==> src/rtl/robot_pkg.sv <==
// Shared definitions for the robot instruction store: save path and player.
package robot_pkg;

    localparam int INSTR_W = 4;

    typedef enum logic [1:0] {
        FWD   = 2'b00,
        REV   = 2'b01,
        LEFT  = 2'b10,
        RIGHT = 2'b11
    } dir_t;

    typedef struct packed {
        logic [1:0] torque;
        dir_t       dir;
    } instr_t;

    typedef enum logic [2:0] {
        IDLE,
        PRIME,
        LOAD,
        RUN,
        FINISH
    } play_state_t;

endpackage

==> src/rtl/step_timer.sv <==
// Per-step hold timer: counts 0..T-1 and flags the read-ahead and last cycles.
module step_timer #(
    parameter int T = 4
) (
    input  logic clk,
    input  logic rst_n,
    input  logic clr,
    input  logic en,
    output logic prefetch,
    output logic terminal
);
    localparam int TW = (T > 2) ? $clog2(T) : 1;

    logic [TW-1:0] timer;
    logic [TW:0]   nxt;

    // Next timer value; one extra bit keeps the +1 free of overflow.
    always_comb begin
        nxt = {1'b0, timer};
        if (clr)
            nxt = '0;
        else if (en)
            nxt = {1'b0, timer} + 1'b1;
    end

    // Timer register.
    always_ff @(posedge clk or negedge rst_n) begin
        if (!rst_n)
            timer <= '0;
        else
            timer <= nxt[TW-1:0];
    end

    // prefetch looks one cycle ahead: a read strobe registered on it is
    // visible while the timer sits at T-2, so the store answers by T-1.
    assign prefetch = (nxt == (TW+1)'(T - 2));
    assign terminal = (timer == TW'(T - 1));

endmodule

==> src/rtl/instr_player.sv <==
// Plays stored instructions onto the motor outputs, one step per TICKS_PER_STEP clocks.
module instr_player
    import robot_pkg::*;
#(
    parameter int DEPTH          = 16,
    parameter int ADDR_W         = $clog2(DEPTH),
    parameter int TICKS_PER_STEP = 50_000_000
) (
    input  logic              CLOCK_50,
    input  logic              rst_n,
    input  logic              start,
    input  logic              abort,
    input  logic [ADDR_W:0]   count,
    output logic              rd_en,
    output logic [ADDR_W-1:0] rd_addr,
    input  logic [3:0]        rd_data,
    output logic              motor_en,
    output logic [1:0]        motor_dir,
    output logic [1:0]        motor_torque,
    output logic [ADDR_W-1:0] step_idx,
    output logic              busy,
    output logic              done
);
    play_state_t       state, state_d;
    logic [ADDR_W:0]   cnt, cnt_d;
    logic              en_d, rd_en_d;
    logic [1:0]        dir_d, torq_d;
    logic [ADDR_W-1:0] idx_d, addr_d;
    logic [ADDR_W:0]   next_idx;
    logic              tmr_clr, tmr_en, tmr_pf, tmr_term;
    instr_t            word;

    assign word = instr_t'(rd_data);

    step_timer #(.T(TICKS_PER_STEP)) u_timer (
        .clk      (CLOCK_50),
        .rst_n    (rst_n),
        .clr      (tmr_clr),
        .en       (tmr_en),
        .prefetch (tmr_pf),
        .terminal (tmr_term)
    );

    // Next state, timer control and next motor/step values.
    always_comb begin
        state_d = state;
        cnt_d   = cnt;
        en_d    = motor_en;
        dir_d   = motor_dir;
        torq_d  = motor_torque;
        idx_d   = step_idx;
        tmr_clr = 1'b0;
        tmr_en  = 1'b0;
        case (state)
            IDLE: begin
                if (start && !abort) begin
                    if (count == '0) begin
                        state_d = FINISH;
                    end else begin
                        cnt_d   = count;
                        state_d = PRIME;
                    end
                end
            end
            PRIME: state_d = LOAD;
            LOAD: begin
                en_d    = 1'b1;
                dir_d   = word.dir;
                torq_d  = word.torque;
                idx_d   = '0;
                tmr_clr = 1'b1;
                state_d = RUN;
            end
            RUN: begin
                if (tmr_term) begin
                    tmr_clr = 1'b1;
                    if ({1'b0, step_idx} + 1'b1 < cnt) begin
                        dir_d  = word.dir;
                        torq_d = word.torque;
                        idx_d  = step_idx + 1'b1;
                    end else begin
                        en_d    = 1'b0;
                        dir_d   = '0;
                        torq_d  = '0;
                        state_d = FINISH;
                    end
                end else begin
                    tmr_en = 1'b1;
                end
            end
            FINISH:  state_d = IDLE;
            default: state_d = IDLE;
        endcase
        if (abort && state != IDLE) begin
            state_d = IDLE;
            cnt_d   = '0;
            en_d    = 1'b0;
            dir_d   = '0;
            torq_d  = '0;
            idx_d   = '0;
            tmr_clr = 1'b1;
        end
    end

    // Store read strobe: first word on start, then one read-ahead per step.
    always_comb begin
        rd_en_d  = 1'b0;
        addr_d   = (abort && state != IDLE) ? '0 : rd_addr;
        next_idx = {1'b0, idx_d} + 1'b1;
        if (state == IDLE && state_d == PRIME) begin
            rd_en_d = 1'b1;
            addr_d  = '0;
        end else if (state_d == RUN && tmr_pf && next_idx < cnt_d) begin
            rd_en_d = 1'b1;
            addr_d  = next_idx[ADDR_W-1:0];
        end
    end

    // State and registered outputs.
    always_ff @(posedge CLOCK_50 or negedge rst_n) begin
        if (!rst_n) begin
            state        <= IDLE;
            cnt          <= '0;
            rd_en        <= 1'b0;
            rd_addr      <= '0;
            motor_en     <= 1'b0;
            motor_dir    <= '0;
            motor_torque <= '0;
            step_idx     <= '0;
            busy         <= 1'b0;
            done         <= 1'b0;
        end else begin
            state        <= state_d;
            cnt          <= cnt_d;
            rd_en        <= rd_en_d;
            rd_addr      <= addr_d;
            motor_en     <= en_d;
            motor_dir    <= dir_d;
            motor_torque <= torq_d;
            step_idx     <= idx_d;
            busy         <= (state_d != IDLE);
            done         <= (state_d == FINISH);
        end
    end

endmodule
==> config.mk <==
export PLATFORM = sky130hd
export DESIGN_NAME = instr_player
export DESIGN_NICKNAME = d
export VERILOG_FILES = /design/src/rtl/robot_pkg.sv /design/src/rtl/step_timer.sv /design/src/rtl/instr_player.sv
export SDC_FILE = /design/constraint.sdc
export NUM_CORES = 1
export LEC_CHECK = 0
export ABC_CLOCK_PERIOD_IN_PS = 3900
export CAP_MARGIN = 20
export CORE_ASPECT_RATIO = 0.7
export CORE_UTILIZATION = 52
export CTS_BUF_LIST = sky130_fd_sc_hd__clkbuf_16
export CTS_CLUSTER_DIAMETER = 80
export DETAILED_ROUTE_END_ITERATION = 10
export PLACE_DENSITY = 0.76
export SLEW_MARGIN = 15
export SYNTH_ARGS = -nofsm -noshare
export SYNTH_HDL_FRONTEND = slang
export SYNTH_SLANG_ARGS = --single-unit
==> constraint.sdc <==
create_clock -name CLOCK_50 -period 3.9 [get_ports CLOCK_50]
set_input_delay 1.17 -clock CLOCK_50 [delete_from_list [all_inputs] [get_ports CLOCK_50]]
set_output_delay 1.17 -clock CLOCK_50 [all_outputs]
set_load 0.1 [all_outputs]
### Word-level counts from Yosys, hierarchy flattened

Index checks and enable logic that the tools add are counted.

| operators by class | value |
|---|---|
| add/sub/neg operators | 4 |
| magnitude comparators | 2 |
| equal/unequal tests | 10 |
| mux-type cells | 38 |
| reductions and logical operators | 14 |

Operator list:

| operator | count |
|---|---|
| 2-to-1 mux 27 bit | 2 |
| adder 26 x 1 -> 27 bit, second input constant | 1 |
| == test 27 x 26 -> 1 bit, second input constant | 1 |
| == test 26 bit, second input constant | 1 |
| 2-to-1 mux 4 bit | 6 |
| 2-to-1 mux 5 bit | 4 |
| 2-to-1 mux 3 bit | 5 |
| 2-to-1 mux 2 bit | 6 |
| one-hot mux 3 bit (4 select lines) | 1 |
| nonzero test 3 bit | 4 |
| adder 4 x 1 -> 5 bit, second input constant | 2 |
| less-than comparator 5 bit | 2 |
| == test 3 x 2 -> 1 bit, second input constant | 3 |
| 2-to-1 mux 1 bit | 9 |
| one-hot mux 2 bit (2 select lines) | 2 |
| one-hot mux 4 bit (2 select lines) | 1 |
| == test 3 x 1 -> 1 bit, second input constant | 2 |
| != test 3 bit, second input constant | 2 |
| logical AND 1 bit | 5 |
| logical NOT 5 bit | 1 |
| adder 4 x 1 -> 4 bit, second input constant | 1 |
| one-hot mux 1 bit (2 select lines) | 2 |
| == test 3 bit, second input constant | 1 |
| logical NOT 3 bit | 1 |
| other kinds (3) | 3 |

| storage, ports and cells | value |
|---|---|
| register bits after elaboration | 50 |
| input port bits | 13 |
| output and inout port bits | 16 |
| logic and storage cells | 79 |

### Logic depth before layout (Yosys ltp)

| depth | value |
|---|---|
| depth in word-level cells | 11 |
| mapped depth | 20 |
| depth with buffers taken out | 20 |

### By module

Synthesis repeated with hierarchy kept, for this count alone.

| unflattened totals | value |
|---|---|
| cell total of the unflattened synthesis | 348 |
| area, all modules | 3239.4 um^2 |

By module, submodules not included:

| module | times used | cells each | area an instance (um^2) | seq. area each (um^2) |
|---|---|---|---|---|
| step_timer | 1 | 186 | 1657.8 | 650.6 |
| instr_player | 1 | 162 | 1581.5 | 600.6 |

### Worst setup path after synthesis

No wires, ideal clock.

| timing path | value |
|---|---|
| path type | reg2reg |
| start | register step_idx[1] |
| end | register rd_addr[2] |
| data arrival time | 4862 ps |
| slack | -1087 ps |
| cell stages (with the launch flop) | 21 |
| buffers on the path | 0 |
| period minus slack after synthesis | 4987 ps |
| path through | dfrtp_1 > ha_1 > xor2_1 > ha_1 > a21o_1 > a31oi_1 > o21a_1 > a21oi_1 > a221oi_1 > nor2_1 > ha_1 > xor2_1 > ha_1 > a21oi_1 > nor2b_1 > o21ai_0 > nand4b_1 > nor4b_2 > nand4_2 > nor4_4 > mux2_4 |

| on the way | value |
|---|---|
| cells in the longest elaborated chain, start to end | 11 |
| elaborated cells on any way between the ends | 21 |

Ends and longest elaborated chain:

| what | RTL line | RTL |
|---|---|---|
| start, declared | instr_player.sv:20 | `output logic [ADDR_W-1:0] step_idx,` |
| start signal, assigned | instr_player.sv:140 | `step_idx <= idx_d;` |
| adder 4 x 1 -> 5 bit (*) | instr_player.sv:77 | `if ({1'b0, step_idx} + 1'b1 < cnt) begin` |
| less-than comparator 5 bit (*) | instr_player.sv:77 |  |
| 2-to-1 mux 4 bit (*) | instr_player.sv:77 |  |
| 2-to-1 mux 4 bit (*) | instr_player.sv:75 | `if (tmr_term) begin` |
| one-hot mux 4 bit (2 select lines) (*) | instr_player.sv:54 | `case (state)` |
| 2-to-1 mux 4 bit (*) | instr_player.sv:94 | `if (abort && state != IDLE) begin` |
| named net idx_d[0] | instr_player.sv:28 | `logic [ADDR_W-1:0] idx_d, addr_d;` |
| adder 4 x 1 -> 5 bit (*) | instr_player.sv:109 | `next_idx = {1'b0, idx_d} + 1'b1;` |
| less-than comparator 5 bit | instr_player.sv:113 | `end else if (state_d == RUN && tmr_pf && next_idx < cnt_d) begin` |
| logical AND 1 bit | instr_player.sv:113 |  |
| 2-to-1 mux 4 bit | instr_player.sv:113 |  |
| 2-to-1 mux 4 bit | instr_player.sv:110 | `if (state == IDLE && state_d == PRIME) begin` |
| end signal, assigned | instr_player.sv:136 | `rd_addr <= addr_d;` |
| end, declared | instr_player.sv:15 | `output logic [ADDR_W-1:0] rd_addr,` |

Mark *: on every way through the listed nets, which the timed path passes. The rest lies on a longest branch.
A chain may end at the register's enable or synchronous reset.

### Worst setup path in the final report

| timing path | value |
|---|---|
| start | register step_idx[0] |
| end | register rd_addr[1] |

| on the way | value |
|---|---|
| cells in the longest elaborated chain, start to end | 11 |
| elaborated cells on any way between the ends | 21 |

Ends and longest elaborated chain:

| what | RTL line |
|---|---|
| adder 4 x 1 -> 5 bit | instr_player.sv:77 |
| less-than comparator 5 bit | instr_player.sv:77 |
| 2-to-1 mux 4 bit / 2-to-1 mux 3 bit (equally long branches) | instr_player.sv:77 |
| 2-to-1 mux 4 bit / 2-to-1 mux 3 bit (equally long branches) | instr_player.sv:75 |
| one-hot mux 4 bit (2 select lines) / one-hot mux 3 bit (4 select lines) (equally long branches) | instr_player.sv:54 |
| 2-to-1 mux 4 bit / 2-to-1 mux 3 bit (equally long branches) | instr_player.sv:94 |
| adder 4 x 1 -> 5 bit / == test 3 x 2 -> 1 bit (equally long branches) | instr_player.sv:109, instr_player.sv:113 |
| less-than comparator 5 bit / logical AND 1 bit (equally long branches) | instr_player.sv:113 |
| logical AND 1 bit | instr_player.sv:113 |
| 2-to-1 mux 4 bit | instr_player.sv:113 |
| 2-to-1 mux 4 bit | instr_player.sv:110 |

Several ways; a longest one is shown, not always the timed one.

==> impl_summary.log <==
[metrics] net count after synthesis: 362
[metrics] CP arrival: 5.05 ns
[metrics] number of buffers created by CTS: 5
[metrics] post-detailed-route wirelength per cell: ~19 µm
[metrics] Filler Cells Inserted: 396
[metrics] share of synthesized flip-flops with an asynchronous set or reset: 1.00
[metrics] antenna-violating nets left: 0
[metrics] main area contributors after synthesis: dfrtp_1 40%, nor2_1 5.5%, xor2_1 4.5%
[metrics] detailed placer's ending HPWL: 7030 µm
[metrics] met3 track utilization from global routing: 0.0525
[metrics] maximum number of pins on one net before global-route repair: 32
[metrics] clock transition at the register clock pins on the worst setup and hold paths after CTS: 0.07 ns
[metrics] portion of the post-synthesis area used by sequential elements: 0.400
[metrics] type of the most critical hold path: flop to flop
[metrics] post-route clock skew: 0.00565 ns
[metrics] Design Power: 0.00154 W
[metrics] initial core utilization: 0.544
[metrics] number of buffers and inverters on the critical path: 2
[metrics] layout overhead on the synthesized area: 39.9%
[metrics] share of Yosys cell area claimed by the top area cell type: 0.400
[metrics] multiplexer share of the synthesized area: 0.0292
[metrics] violations in the final reports: negative setup slack
[metrics] Post-Syn Area: 3130 µm²
[metrics] Tmin final: about 4.8 ns
[metrics] most common cell type on the critical path: ha_1
[metrics] achievable frequency: 0.207 GHz
[metrics] global router's overall resource usage: 0.324
[metrics] number of placement rows: 23
[metrics] dominant combinational cell family by area after synthesis: simple AND/OR/NAND/NOR gates
[metrics] crit path max-delay cell type: dfrtp_4
[metrics] average size of a mapped cell: 9.26 µm²
[metrics] setup repair after global routing missed its margin: yes
[metrics] final routed wirelength across all metal layers: slightly below 10,000 µm
[metrics] final number of hold-violating endpoints: 0
[metrics] fraction of layout cells with a size suffix above 1: 0.322
[metrics] endpoint required time on the critical path: 4.11 ns
[metrics] maximum buffer depth of the clock tree: 2
[metrics] most area-hungry cell type in the Yosys netlist: dfrtp_1
[metrics] total negative slack for setup checks: -4.54 ns
[metrics] floorplan die area: approximately 6300 µm²
[metrics] clock sinks: 50
[metrics] Port Buffer Count: 28
[metrics] register-to-register setup slack: -0.93 ns
[metrics] Crit. End Element: flop
[metrics] Total Nets Final: 467
[metrics] Yosys cell types: 57
[metrics] initial detailed-routing violation count: 433
[metrics] number of levels the H-tree was split into: 2
[metrics] number of antenna violations at the first check in global routing: 0
[metrics] number of vias in the routed layout: slightly above 3,000
[metrics] wire length of the first global-routing pass: 14,900 µm
[metrics] Setup CP Type: flop to flop
[metrics] Synth top cells by count: 50 x dfrtp_1, 46 x nor2_1, 29 x nand2_1, 16 x xor2_1, 14 x nand3_1
[metrics] hold buffer count at cts: 0
[metrics] top-level port count: 29
[metrics] max-cap violation count: 0
[metrics] Adder-Cell Fraction of Synth Area: 0.0440
[metrics] Core ar.: 5760 µm²
[metrics] Setup WS post-layout: -0.932 ns
[metrics] P_leak: a little over 2 nW
[metrics] cell area after layout: 4380 µm²
[metrics] PwrDens: 352 nW/µm²
[metrics] root buffer selected by CTS: clkbuf_16
[metrics] leftover overflow at the end of global routing: 0
[metrics] chain of cells forming the critical path: ha_4 > xor2_2 > ha_1 > a21o_1 > a31oi_2 > o21a_2 > buf_6 > a31oi_4 > a41o_1 > o21bai_1 > xnor2_1 > nor2_2 > ha_1 > nand4_1 > a221o_1 > nand4b_1 > nor4b_2 > nand4_2 > nor4_4 > buf_4 > mux2i_1
[metrics] synthesized-area fraction occupied by ao, oa, aoi and oai cells: 0.108
[metrics] critical path launch point type: flop
[metrics] first drt pass iteration count: 6
[metrics] most repeated cell in the gate-level netlist after synthesis: dfrtp_1
[metrics] post-DR vias/cell: ~6
[metrics] die width: around 95 µm
[metrics] via count of the first global-routing pass: 2,896
[metrics] tightest hold margin: 0.510 ns
[metrics] met2 usage in global routing: 0.505
[metrics] result of the run: complete, but fails checks
[metrics] clock latency on the worst-skew pair: 0.30 ns
[metrics] Tightest Pin Transition: 0.965 ns
[metrics] number of max-slew violations in the final report: 0
[metrics] Crit Path Max Fanout: 5
[metrics] clock tree from TritonCTS: done
[metrics] cell count after synthesis: 338
[metrics] instance area at placement: 4010 µm²
[metrics] number of synthesized flops with an enable pin: 0
[metrics] Max-Slew Margin vs Limit: 0.355
[metrics] Setup Viol. Count Final: 5
[metrics] peak ir drop on the vdd network: 0.000215 V
[metrics] Most Crowded Layer GR: met2
[metrics] register bit total from synthesis: 50
[metrics] Die Y-Extent: roughly 67 µm
[metrics] ys flop type: dfrtp_1
[metrics] kind of cell with the highest combined delay on the critical path: compound AO/OA/AOI/OAI gates
[metrics] fin crit share: 1.24
[metrics] DRC errors left: 0
[metrics] xor and xnor fraction of the mapped netlist area: 0.0811
[metrics] total inserted antenna cells: 0
[metrics] count of yosys warnings during synthesis: 0
[metrics] met1 Usage GRT: 0.455
[metrics] Slowest Stage Delay on Critical Path: 0.49 ns
[metrics] final weighted congestion in routability-driven placement: 0.980
[metrics] area fraction in and, or, nand and nor cells after synthesis: 0.305
-- registers in the layout (all words and copies together), names as in the netlist --
register and flops:
rd_en 1, busy 1, done 1, rd_addr 4, motor_dir 2, step_idx 4
motor_en 1, motor_torque 2, u_timer.timer 26, cnt 5, state 3
-- layout make-up --
cell class / count / area (µm²) / area share
timing repair buffer: 110 / 882 / 0.201
clock buffer: 5 / 125 / 0.0286
clock inverter: 3 / 40.0 / 0.00914
tap: 75 / 93.8 / 0.0214
inverter: 13 / 48.8 / 0.0111
multi-input combinational: 263 / 1930 / 0.440
sequential: 50 / 1260 / 0.289
-- metrics by stage --
stage	instances	worst slack [ns]	utilization
floorplan	338	-0.513	-
global placement	502	-0.644	0.696
CTS	514	-0.565	0.739
global route	519	-1.00	0.761
detailed placement	502	-0.892	0.696
finish	519	-0.932	0.761
-- where the power goes --
group	switching (W)	internal [W]
sequential	0.0000265	0.000553
combinational	0.000294	0.000169
clock	0.000199	0.000301
total	0.000520	0.00102
-- worst reg2reg max path, stage by stage (launching register included) --
cell and delay (ns):
dfrtp_4 0.49, ha_4 0.19, xor2_2 0.15, ha_1 0.32
a21o_1 0.18, a31oi_2 0.17, o21a_2 0.26, buf_6 0.13
a31oi_4 0.07, a41o_1 0.22, o21bai_1 0.23, xnor2_1 0.20
nor2_2 0.09, ha_1 0.32, nand4_1 0.14, a221o_1 0.16
nand4b_1 0.11, nor4b_2 0.36, nand4_2 0.20, nor4_4 0.35
buf_4 0.21, mux2i_1 0.20
-- logic make-up (layout without fill, tap and decap cells) --
| group | after synthesis | in the layout |
|---|---|---|
| AND/OR/NAND/NOR | 165 | 165 |
| AO/OA/AOI/OAI | 50 | 50 |
| flip-flops | 50 | 50 |
| XOR/XNOR | 29 | 29 |
| buffers and inverters | 25 | 131 |
| adder cells (fa/ha/maj) | 11 | 11 |
| multiplexers | 8 | 8 |
-- layout by cell type (no fill, tap or decap), types with 4 or more instances in the layout --
cell type and instances:
inv_1 13, nor2_2 4, buf_4 86, xnor2_1 12
nor2_1 41, nor2b_1 5, and3_1 7, nand4_1 11
clkbuf_16 5, dfrtp_1 46, nand3_1 13, a22o_1 4
a21o_1 6, o21ai_0 9, a21oi_1 8, nor3_1 8
xor2_1 13, nand4b_1 6, mux2i_1 5, nor4_2 4
nor4_1 7, clkdlybuf4s50_1 22, nand2_1 29, ha_1 8
-- path summary, 6_finish.rpt --
check                                    startpoint                           to  cells past startpoint
setup / recovery              step_idx[0]$_DFF_PN0_       rd_addr[1]$_DFFE_PN0P_                     21
hold / removal             motor_dir[1]$_DFFE_PN0P_     motor_dir[1]$_DFFE_PN0P_                      1
setup reg to reg              step_idx[0]$_DFF_PN0_       rd_addr[1]$_DFFE_PN0P_                     21
hold reg to reg            motor_dir[1]$_DFFE_PN0P_     motor_dir[1]$_DFFE_PN0P_                      1
max in group asynchronous                     rst_n  u_timer.timer[24]$_DFF_PN0_                      2
min in group asynchronous                     rst_n               done$_DFF_PN0_                      1
-- per-layer routing --
layer  wire (µm)  part of all wire
met1        4400              0.44
met2        4310              0.43
met3         962             0.097
met4         236             0.024
met5           0                 0
-- repair_timing --
| action | in CTS | in global routing |
|---|---|---|
| pin swaps | 4 | 19 |
| resized for setup | 10 | 15 |
| endpoints found under the setup margin | 5 | 5 |
| setup buffers | 4 | 5 |
Power figures use the tool's default switching activity.
